--- src/rtl/mdu_hilo.sv ---
// rtl/mdu_hilo.sv - iterative multiply/divide unit with architectural HI/LO registers
module mdu_hilo #(
    parameter int WIDTH = 32
) (
    input  logic             CLK,
    input  logic             RST_N,
    input  logic             Start,
    input  logic [1:0]       Op,
    input  logic [WIDTH-1:0] OpA,
    input  logic [WIDTH-1:0] OpB,
    input  logic             HiWE,
    input  logic             LoWE,
    input  logic [WIDTH-1:0] WrData,
    output logic             Busy,
    output logic             Done,
    output logic             DivZero,
    output logic [WIDTH-1:0] HI,
    output logic [WIDTH-1:0] LO
);
    localparam int CW = $clog2(WIDTH);

    typedef enum logic [1:0] {IDLE, CALC, FIXUP} state_t;
    state_t state, state_nxt;

    logic [1:0]         op_r;
    logic               neg_res;
    logic               neg_rem;
    logic [WIDTH-1:0]   a_mag;
    logic [WIDTH-1:0]   b_mag;
    logic [CW-1:0]      count;
    logic [2*WIDTH-1:0] acc;

    logic               sign_a;
    logic               sign_b;
    logic [WIDTH-1:0]   a_abs;
    logic [WIDTH-1:0]   b_abs;
    logic [WIDTH:0]     mul_sum;
    logic [WIDTH:0]     rem_sh;
    logic [WIDTH+1:0]   diff;
    logic [2*WIDTH-1:0] acc_nxt;
    logic [2*WIDTH-1:0] prod;
    logic [WIDTH-1:0]   quo;
    logic [WIDTH-1:0]   rem;
    logic [WIDTH-1:0]   dividend;

    assign Busy = (state != IDLE);

    always_ff @(posedge CLK or negedge RST_N) begin
        if (!RST_N) state <= IDLE;
        else        state <= state_nxt;
    end

    always_comb begin
        state_nxt = state;
        case (state)
            IDLE:    if (Start) state_nxt = CALC;
            CALC:    if (count == CW'(WIDTH - 1)) state_nxt = FIXUP;
            FIXUP:   state_nxt = IDLE;
            default: state_nxt = IDLE;
        endcase
    end

    always_comb begin
        sign_a   = Op[0] & OpA[WIDTH-1];
        sign_b   = Op[0] & OpB[WIDTH-1];
        a_abs    = sign_a ? -OpA : OpA;
        b_abs    = sign_b ? -OpB : OpB;
        // Multiply: add multiplier into the upper half, then shift the whole accumulator right.
        mul_sum  = {1'b0, acc[2*WIDTH-1:WIDTH]} + {1'b0, (acc[0] ? b_mag : {WIDTH{1'b0}})};
        // Divide: acc holds {remainder, remaining dividend bits / quotient bits}.
        rem_sh   = {acc[2*WIDTH-1:WIDTH], acc[WIDTH-1]};
        diff     = {1'b0, rem_sh} - {2'b00, b_mag};
        if (op_r[1])
            acc_nxt = diff[WIDTH+1] ? {rem_sh[WIDTH-1:0], acc[WIDTH-2:0], 1'b0}
                                    : {diff[WIDTH-1:0], acc[WIDTH-2:0], 1'b1};
        else
            acc_nxt = {mul_sum, acc[WIDTH-1:1]};
        prod     = neg_res ? -acc : acc;
        quo      = neg_res ? -acc[WIDTH-1:0] : acc[WIDTH-1:0];
        rem      = neg_rem ? -acc[2*WIDTH-1:WIDTH] : acc[2*WIDTH-1:WIDTH];
        // Reconstructs the raw dividend (the magnitude negation round-trips, including the most negative value).
        dividend = neg_rem ? -a_mag : a_mag;
    end

    always_ff @(posedge CLK or negedge RST_N) begin
        if (!RST_N) begin
            op_r    <= 2'b00;
            neg_res <= 1'b0;
            neg_rem <= 1'b0;
            a_mag   <= '0;
            b_mag   <= '0;
            count   <= '0;
            acc     <= '0;
            HI      <= '0;
            LO      <= '0;
            Done    <= 1'b0;
            DivZero <= 1'b0;
        end else begin
            Done    <= (state == FIXUP);
            DivZero <= (state == FIXUP) && op_r[1] && (b_mag == '0);
            case (state)
                IDLE: begin
                    if (HiWE) HI <= WrData;
                    if (LoWE) LO <= WrData;
                    if (Start) begin
                        op_r    <= Op;
                        neg_res <= sign_a ^ sign_b;
                        neg_rem <= sign_a;
                        a_mag   <= a_abs;
                        b_mag   <= b_abs;
                        count   <= '0;
                        acc     <= {{WIDTH{1'b0}}, a_abs};
                    end
                end
                CALC: begin
                    acc   <= acc_nxt;
                    count <= count + 1'b1;
                end
                FIXUP: begin
                    if (!op_r[1]) begin
                        HI <= prod[2*WIDTH-1:WIDTH];
                        LO <= prod[WIDTH-1:0];
                    end else if (b_mag == '0) begin
                        HI <= dividend;
                        LO <= '1;
                    end else begin
                        HI <= rem;
                        LO <= quo;
                    end
                end
                default: ;
            endcase
        end
    end
endmodule
--- config.mk ---
export PLATFORM = sky130hd
export DESIGN_NAME = mdu_hilo
export DESIGN_NICKNAME = d
export VERILOG_FILES = /design/src/rtl/mdu_hilo.sv
export SDC_FILE = /design/constraint.sdc
export NUM_CORES = 1
export LEC_CHECK = 0
export CORE_UTILIZATION = 27
export CTS_BUF_LIST = sky130_fd_sc_hd__clkbuf_4 sky130_fd_sc_hd__clkbuf_8
export DETAILED_ROUTE_END_ITERATION = 10
export PLACE_DENSITY = 0.48
export SYNTH_ARGS = -nofsm -noshare
export SYNTH_HDL_FRONTEND = slang
export SYNTH_SLANG_ARGS = --single-unit
--- constraint.sdc ---
create_clock -name CLK -period 3.2 [get_ports CLK]
set_clock_uncertainty 0.05 [all_clocks]
set_input_delay 0.32 -clock CLK [delete_from_list [all_inputs] [get_ports CLK]]
set_output_delay 0.32 -clock CLK [all_outputs]
set_load 0.005 [all_outputs]
==> results of run 1 <==
final timing paths:
kind / end / slack [ns] / depth (start not counted)
max: HI[22] / -0.14 / 11
min: b_mag[3] / 0.20 / 2
max in group asynchronous: LO[4] / 2.07 / 3
max reg2reg: HI[22] / -0.14 / 11
min reg2reg: HI[7] / 0.43 / 2
min in group CLK: HI[0] / 0.25 / 3
registers in the layout, indices dropped and copies added, names as in the netlist:
name / flops
acc: 64
HI: 32
LO: 32
a_mag: 32
b_mag: 32
count: 5
state: 2
DivZero: 1
Done: 1
neg_rem: 1
neg_res: 1
op_r: 1
stage by stage:
stage                     hold slack (ns)  util [%]  cell area [um2]  instances
after floorplan                   -0.0256         -            17000       2155
after global placement              0.282      35.3            21800       3345
after detailed placement            0.287      35.3            21800       3345
after CTS                           0.205      37.3            23000       3427
after global routing                0.230      38.1            23600       3437
final                               0.203      38.1            23600       3438
routing by layer:
layer,vias to the layer above,global-route usage (%),wire length [um]
li1,8594,-,-
met3,91,2.53,4140
met4,0,5.39,1540
met1,8796,32.0,34100
met2,572,35.7,32800
met5,-,0,0
layout make-up:
| cell class | count | area, um2 |
|---|---|---|
| Clock inverter | 11 | 120 |
| Sequential cell | 204 | 5110 |
| Clock buffer | 60 | 757 |
| Fill cell | 6379 | 38200 |
| Inverter | 69 | 259 |
| Tap cell | 837 | 1050 |
| Multi-Input combinational cell | 1737 | 11800 |
| Antenna cell | 2 | 5.00 |
| Timing Repair Buffer | 518 | 4470 |
worst register-to-register path, stage by stage, from the launching register on:
cell and delay, ns:
dfrtp_1 0.40, inv_2 0.08, ha_4 0.13, or3b_4 0.38, or3_4 0.36, or4_4 0.57
o41ai_4 0.33, xor2_1 0.12, mux2_4 0.29, a211oi_4 0.33, a21oi_1 0.08, o21ai_1 0.14
report_power, final:
part           switching, mW  total, mW  internal (mW)
logic                   11.1       20.6           9.56
clock network           1.30       2.98           1.68
registers               1.11       5.00           3.88
cell usage after synthesis, types with 11 or more instances:
library cell	n
nand4_1	16
a221o_1	12
a211oi_1	43
nand3_1	47
nor4_1	30
buf_1	15
o41ai_1	19
and2_1	11
a31oi_1	23
nor2_1	188
or4_1	17
dfrtp_1	204
o31ai_1	42
a21oi_1	127
a22oi_1	16
o21a_1	25
mux2_2	13
o211ai_1	35
clkbuf_1	121
and3_1	12
nor2b_1	20
nand2_1	274
or3_1	25
mux2i_1	39
nor3_1	29
nand2b_1	11
o22ai_1	11
a21o_1	43
xnor2_1	111
xor2_1	105
inv_1	69
o21bai_1	14
ha_1	71
o21ai_0	215
logic make-up (layout without fill, tap and decap cells):
kind of cell             Yosys count  in the layout  synth area share, %
adder cells (fa/ha/maj)           73             73                 5.48
AO/OA/AOI/OAI                    685            685                 25.8
multiplexers                      53             53                 3.30
other                              0              2                    0
flip-flops                       204            204                 30.1
buffers and inverters            214            658                 4.81
XOR/XNOR                         216            216                 11.2
AND/OR/NAND/NOR                  710            710                 19.3
placed cells by master, fill, tap and decap left out, types with 43 or more instances in the layout:
cell type	instances
dfrtp_1	200
nand3_1	46
clkdlybuf4s50_1	168
nand2_1	271
clkbuf_8	49
buf_4	332
ha_1	63
o21ai_0	203
nor2_1	181
xor2_1	102
xnor2_1	109
inv_1	61
a21oi_1	110
a21o_1	43
timing repair:
| action | CTS | global route |
|---|---|---|
| hold endpoints to repair | 58 | 0 |
| setup endpoints to repair | 38 | 47 |
| hold buffers | 1 | 0 |
| pin swaps | 29 | 60 |
| buffers inserted | 10 | 9 |
| cloned | 0 | 0 |
| gates resized for setup | 58 | 103 |
==> flow_summary_export.csv, run 1 <==
group,metric,value,unit
clock_tree,root_buffer,"clkbuf_8",
yosys,synthesis.nets,2331,
floorplan,die_h,253,um
floorplan,ioPinCount,170,
yosys,yosys_warnings,0,
sta,period_minus_slack,3.34,ns
power,vdd_drop_max,420,uV
global_routing,grt_use_total,22.4,%
worst_setup_path,worstPathArrival,3.82,ns
sta,timing.final.ws_setup,-0.138,ns
yosys,synth-seq-area-share,30.1,%
worst_setup_path,cp_top_family,"simple AND/OR/NAND/NOR gates",
power,power_density,1210,nW/um2
floorplan,die-area,63800,um2
worst_setup_path,startpoint,"a_mag[0]",
sta,rsz0062_at_grt,"yes",
yosys,netlist_area,16900,um2
placement,dp_slack,-0.420,ns
worst_setup_path,crit_buf_inv,1,
worst_setup_path,reg2reg_from,"a_mag[0]",
clock_tree,cts_tree,"done",
worst_setup_path,worstPathMaxFanout,4,
detailed_routing,drc,0,
detailed_routing,num_vias,18053,
detailed_routing,totalWireLength,72600,um
yosys,synth_cell_types,74,
floorplan,row_count,91,
clock_tree,worstSkewPairLatency,0.62,ns
placement,place.detailed.hpwl,56900,um
layout,fin_nets,2747,
worst_setup_path,start_kind,"flop",
floorplan,initial_core_util,27.4,%
status,outcome,"finished with violations",
detailed_routing,drtIter0Drc,1302,
worst_setup_path,cpPeakStageDelay,0.57,ns
sta,slew_viol_final,0,
global_routing,grt_pass1_wl,109000,um
global_routing,antenna_found_initial,1,
yosys,async_reset_ff_share,100,%
detailed_routing,ant_nets,0,
worst_hold_path,min_path_type,"input pin to asynchronous set/reset pin",
global_routing,grt_overflow,0,
yosys,synth_edf_count,0,
yosys,synthTopCellsByArea,"dfrtp_1 (30%), o21ai_0 (6.3%), nand2_1 (6.1%)",
power,p_leak,9.95,nW
worst_setup_path,end_kind,"flop",
worst_setup_path,cp_data_required_time,3.68,ns
yosys,syn_inst,2155,
layout,drive_gt1_share,22.5,%
clock_tree,clk_pin_slew,0.06,ns
floorplan,die_x,253,um
layout,area_growth,39.2,%
clock_tree,numCtsBuffers,41,
floorplan,core-area,61800,um2
global_routing,grt_pass1_vias,17603,
placement,portBuffers,169,
sta,finalCritPeriodShare,104,%
detailed_routing,drt_pass1_iterations,5,
yosys,synth_top_area_share,30.1,%
worst_setup_path,critical_path_class,"flop to flop",
sta,relSlewSlack,44.6,%
sta,setup_viol,3,
detailed_routing,viasPerCell,5.25,
sta,max_freq,0.300,GHz
yosys,synth.avg_cell_area,7.86,um2
yosys,synth-seq-cells,204,
worst_setup_path,cpMaxStageDelayCell,"or4_4",
placement,gp_congestion,0.912,
clock_tree,cts.htree.levels,2,
clock_tree,cts_sinks,204,
detailed_routing,wl_per_cell,21.1,um
clock_tree,clockBufferDepth,3,
yosys,yosys.area.top_type,"dfrtp_1",
sta,final-hold-violation-count,0,
sta,fin_tns_setup,-0.219,ns
status,violations,"negative setup slack",
worst_setup_path,crit_chain,"inv_2 -> ha_4 -> or3b_4 -> or3_4 -> or4_4 -> o41ai_4 -> xor2_1 -> mux2_4 -> a211oi_4 -> a21oi_1 -> o21ai_1",
run,max-cap-violations,0,
global_routing,grt_max_degree,110,
yosys,yosys_most_used_dff,"dfrtp_1",
power,power,28.6,mW
sta,worstMarginPinSlew,0.831,ns
Power figures use the tool's default switching activity.
==> run 2: changes to the inputs <==
Settings changed: CORE_MARGIN set to 2, DONT_BUFFER_PORTS set to 1, PLACE_DENSITY 0.48 to 0.45.
==> flow_summary_export.csv, run 2 (same netlist as run 1, synthesis figures left out) <==
group,metric,value,unit
layout,largest-register,"acc",
power,power,27.7,mW
sta,relSlewSlack,47.1,%
sta,setup_viol,1,
detailed_routing,totalWireLength,73600,um
detailed_routing,drt_pass1_iterations,6,
clock_tree,clk_pin_slew,0.06,ns
clock_tree,numCtsBuffers,41,
layout,drive_gt1_share,22.8,%
sta,holdWs,-0.653,ns
worst_setup_path,reg2reg_depth,11,
worst_setup_path,cp_data_required_time,3.70,ns
global_routing,antenna_found_initial,2,
worst_setup_path,reg2reg_from,"a_mag[0]",
floorplan,row_count,91,
detailed_routing,num_vias,17817,
clock_tree,clockBufferDepth,3,
global_routing,grt_pass1_vias,17429,
layout,largest_reg_flops,64,
layout,fill_cells,6457,
detailed_routing,ant_nets,0,
sta,rsz0062_at_grt,"yes",
global_routing,grt_max_degree,205,
floorplan,die-area,64800,um2
global_routing,grt_use_total,22.2,%
layout,area_growth,33.4,%
placement,gp_congestion,0.921,
detailed_routing,drtIter0Drc,1497,
power,vdd_drop_max,487,uV
layout,finish.utilization,36.6,%
worst_setup_path,reg2reg_slack,-0.007,ns
clock_tree,cts_sinks,204,
clock_tree,worstSkewPairLatency,0.63,ns
sta,worstMarginPinSlew,0.794,ns
placement,portBuffers,0,
worst_setup_path,critical_path_class,"flop to flop",
layout,fin_nets,2663,
worst_setup_path,start_kind,"flop",
clock_tree,cts.htree.levels,2,
global_routing,grt_overflow,0,
sta,final-hold-violation-count,204,
worst_setup_path,worstPathMaxFanout,4,
sta,period_minus_slack,3.21,ns
status,outcome,"finished with violations",
sta,max_freq,0.312,GHz
clock_tree,root_buffer,"clkbuf_8",
worst_setup_path,startpoint,"a_mag[0]",
layout,mostFrequentLayoutCells,"buf_4 (329), nand2_1 (272), o21ai_0 (205)",
layout,layout.cells.most_common,"buf_4",
status,violations,"negative hold slack, negative setup slack",
floorplan,die_h,255,um
worst_setup_path,worstSetupEndpoint,"HI[22]",
power,power_density,1220,nW/um2
clock_tree,holdBufCountCts,85,
power,p_leak,9.61,nW
floorplan,initial_core_util,27.4,%
detailed_routing,viasPerCell,5.32,
floorplan,die_x,255,um
worst_hold_path,min_path_type,"input pin to asynchronous set/reset pin",
worst_setup_path,worstPathArrival,3.70,ns
worst_setup_path,end_kind,"flop",
global_routing,grt_pass1_wl,110000,um
detailed_routing,drc,0,
worst_setup_path,r2r_end,"HI[22]",
floorplan,ioPinCount,170,
floorplan,core-area,61800,um2
clock_tree,cts_tree,"done",
sta,slew_viol_final,0,
run,max-cap-violations,0,
sta,finalCritPeriodShare,100,%
placement,place.detailed.hpwl,56500,um
sta,timing.final.ws_setup,-0.00654,ns
detailed_routing,wl_per_cell,22.0,um
## run 2: final cells by class
| type | count | area, um2 | share of cell area, % |
|---|---|---|---|
| tap | 837 | 1050 | 4.63 |
| antenna | 3 | 7.51 | 0.0332 |
| clock buffer | 63 | 761 | 3.36 |
| sequential | 204 | 5110 | 22.6 |
| multi-input combinational | 1737 | 11700 | 51.9 |
| timing repair buffer | 434 | 3650 | 16.1 |
| inverter | 69 | 262 | 1.16 |
| clock inverter | 5 | 41.3 | 0.183 |
## run 2: report_power, final
group	internal, mW	total [mW]	switching (mW)
clock network	1.50	2.78	1.28
registers	3.88	5.19	1.31
logic	8.98	19.7	10.7
## run 2: timing repair
| action | CTS | global route |
|---|---|---|
| setup endpoints to repair | 39 | 39 |
| pin swaps | 45 | 51 |
| setup buffers | 21 | 15 |
| endpoints found under the hold margin | 314 | 204 |
| resized for setup | 67 | 86 |
| cloned | 1 | 0 |
## run 2: worst min path at each step
stage / cells past startpoint / from / to / slack (ns)
2_1_floorplan: 0 / RST_N / DivZero / -0.03
3_3_place_gp: 0 / RST_N / b_mag[5] / -0.008
3_5_place_dp: 0 / RST_N / b_mag[14] / -0.02
4_1_cts: 0 / RST_N / b_mag[14] / -0.70
5_1_grt: 0 / RST_N / b_mag[3] / -0.67
6_report: 0 / RST_N / b_mag[3] / -0.65
## run 2: metrics by stage
stage	worst slack [ns]	TNS [ns]	cells	instance area, um2	hold WS [ns]
floorplan	0.00437	0	2155	17000	-0.0256
finish	-0.00654	-0.00654	3352	22600	-0.653
CTS	-0.0769	-0.167	3334	22100	-0.696
global route	-0.131	-0.665	3351	22600	-0.673
detailed placement	-0.442	-4.68	3159	20000	-0.0156
global placement	-0.428	-3.36	3159	20000	-0.00841
## run 2: worst max-delay path: stages, from the launching register on
cell and delay [ns]:
dfrtp_1 0.39, inv_2 0.09, ha_4 0.13, or3b_4 0.38, or3_4 0.35, or4_4 0.55
o41ai_4 0.28, xor2_2 0.14, mux2_4 0.29, a211oi_4 0.31, a21oi_2 0.06, o21ai_1 0.12
## run 2: layer usage
layer	track usage, %	part of all wire, %	vias to the layer above
met1	31.5	46	8753
met5	0	0	-
li1	-	-	8419
met3	3.28	6.8	82
met2	35.2	44	563
met4	5.85	2.3	0
==> run 3: changes to the inputs <==
Settings changed: ABC_CLOCK_PERIOD_IN_PS set to 3200, CELL_PAD_IN_SITES_DETAIL_PLACEMENT set to 0, CELL_PAD_IN_SITES_GLOBAL_PLACEMENT set to 1, PLACE_DENSITY 0.45 to 0.55.
==> flow_summary_export.csv, run 3 (same netlist as run 1, synthesis figures left out) <==
group,metric,value,unit
status,outcome,"finished with violations",
status,violations,"negative hold slack",
worst_hold_path,min_path_type,"input pin to asynchronous set/reset pin",
global_routing,grt_pass1_wl,111000,um
clock_tree,clockBufferDepth,3,
detailed_routing,drc,0,
layout,stdcell_area,22300,um2
detailed_routing,viasPerCell,5.28,
floorplan,initial_core_util,27.4,%
power,power,27.2,mW
floorplan,die_h,255,um
sta,max_freq,0.313,GHz
placement,gp_congestion,0.898,
detailed_routing,num_vias,17542,
floorplan,row_count,91,
layout,fin_nets,2630,
sta,worstMarginPinSlew,0.752,ns
global_routing,grt_overflow,0,
placement,portBuffers,0,
power,power_density,1220,nW/um2
layout,area_growth,31.5,%
placement,place_inst,3149,
placement,place.detailed.hpwl,57000,um
clock_tree,clk_pin_slew,0.06,ns
global_routing,grt_use_total,22.6,%
run,max-cap-violations,0,
detailed_routing,wl_per_cell,22.4,um
sta,relSlewSlack,49.7,%
power,vdd_drop_max,390,uV
layout,largest-register,"acc",
layout,drive_gt1_share,21.2,%
floorplan,die-area,64800,um2
worst_setup_path,cp_data_required_time,3.63,ns
clock_tree,worstSkewPairLatency,0.63,ns
detailed_routing,totalWireLength,74300,um
clock_tree,cts_sinks,204,
placement,dp_slack,-0.278,ns
sta,setup_viol,0,
layout,stdcell_count,3320,
layout,mostFrequentLayoutCells,"buf_4 (301), nand2_1 (272), o21ai_0 (206)",
global_routing,grt_max_degree,205,
detailed_routing,drt_pass1_iterations,7,
sta,final-hold-violation-count,204,
global_routing,grt_pass1_vias,17419,
sta,rsz0062_at_grt,"yes",
detailed_routing,drtIter0Drc,1229,
clock_tree,holdBufCountCts,83,
clock_tree,numCtsBuffers,41,
worst_setup_path,reg2reg_depth,15,
layout,fill_cells,6448,
sta,holdWs,-0.639,ns
sta,timing.final.ws_setup,0.00993,ns
power,p_leak,9.45,nW
worst_setup_path,start_kind,"flop",
layout,layout.cells.most_common,"buf_4",
sta,slew_viol_final,0,
worst_setup_path,worstPathArrival,3.62,ns
global_routing,antenna_found_initial,5,
clock_tree,root_buffer,"clkbuf_8",
layout,finish.utilization,36.1,%
placement,place_area,19900,um2
detailed_routing,ant_nets,0,
clock_tree,cts.htree.levels,2,
floorplan,core-area,61800,um2
clock_tree,cts_tree,"done",
floorplan,die_x,255,um
worst_setup_path,end_kind,"flop",
sta,fin_tns_setup,0,ns
worst_setup_path,worstPathMaxFanout,4,
layout,largest_reg_flops,64,
sta,finalCritPeriodShare,99.7,%
sta,period_minus_slack,3.19,ns
worst_setup_path,critical_path_class,"flop to flop",
floorplan,ioPinCount,170,
## run 3: cell count changes in the layout (fill, tap and decap cells not counted), sizes merged
cell and delta:
diode +2, dlygate4sd3 -2, clkbuf -2, buf -32, inv +3, clkinvlp -1
## run 3: worst max-delay path, cell delays in order, from the launching register on
cell      delay, ns
dfrtp_1        0.38
inv_2          0.08
ha_4           0.13
inv_2          0.04
fa_2           0.38
a211oi_2       0.26
buf_4          0.17
nor4_4         0.05
or3_4          0.36
a311oi_2       0.20
buf_4          0.19
nor4_4         0.05
o22ai_1        0.21
xnor2_1        0.15
mux2i_1        0.10
a311oi_1       0.27
## run 3: power breakdown
| group | switching (mW) | total, mW | leakage, nW | internal (mW) |
|---|---|---|---|---|
| Combinational | 10.6 | 19.2 | 6.54 | 8.57 |
| Sequential | 1.30 | 5.18 | 2.48 | 3.88 |
| Clock | 1.30 | 2.79 | 0.426 | 1.49 |
| Total | 13.2 | 27.2 | 9.45 | 13.9 |
## run 3: area by class of cell
class	instances	area [um2]	area share [%]
Inverter	69	262	1.17
Multi-Input combinational cell	1737	11700	52.4
Clock buffer	60	744	3.34
Tap cell	837	1050	4.70
Timing Repair Buffer	401	3370	15.1
Antenna cell	5	12.5	0.0561
Sequential cell	204	5110	22.9
Clock inverter	7	56.3	0.253
## run 3: final timing paths
| path | start | end | slack (ns) |
|---|---|---|---|
| min in group CLK | OpA[19] | a_mag[19] | 0.04 |
| hold reg to reg | a_mag[31] | a_mag[31] | 0.45 |
| setup / recovery | acc[31] | acc[62] | 0.01 |
| setup reg to reg | acc[31] | acc[62] | 0.01 |
| hold / removal | RST_N | HI[19] | -0.64 |
| max in group asynchronous | RST_N | neg_rem | 3.38 |
## run 3: metal layers
metal	GRT usage, %	share of wire [%]	vias to the layer above
met1	31.9	47	8506
met5	0	0.018	-
li1	-	-	8363
met2	34.9	43	553
met3	4.19	6.5	118
met4	6.76	3.0	2
## run 3: timing repair
action	CTS	global route
endpoints found under the hold margin	305	204
gates resized for setup	35	99
setup endpoints to repair	32	40
buffers inserted	3	13
pin swaps	23	45
cloned	0	1
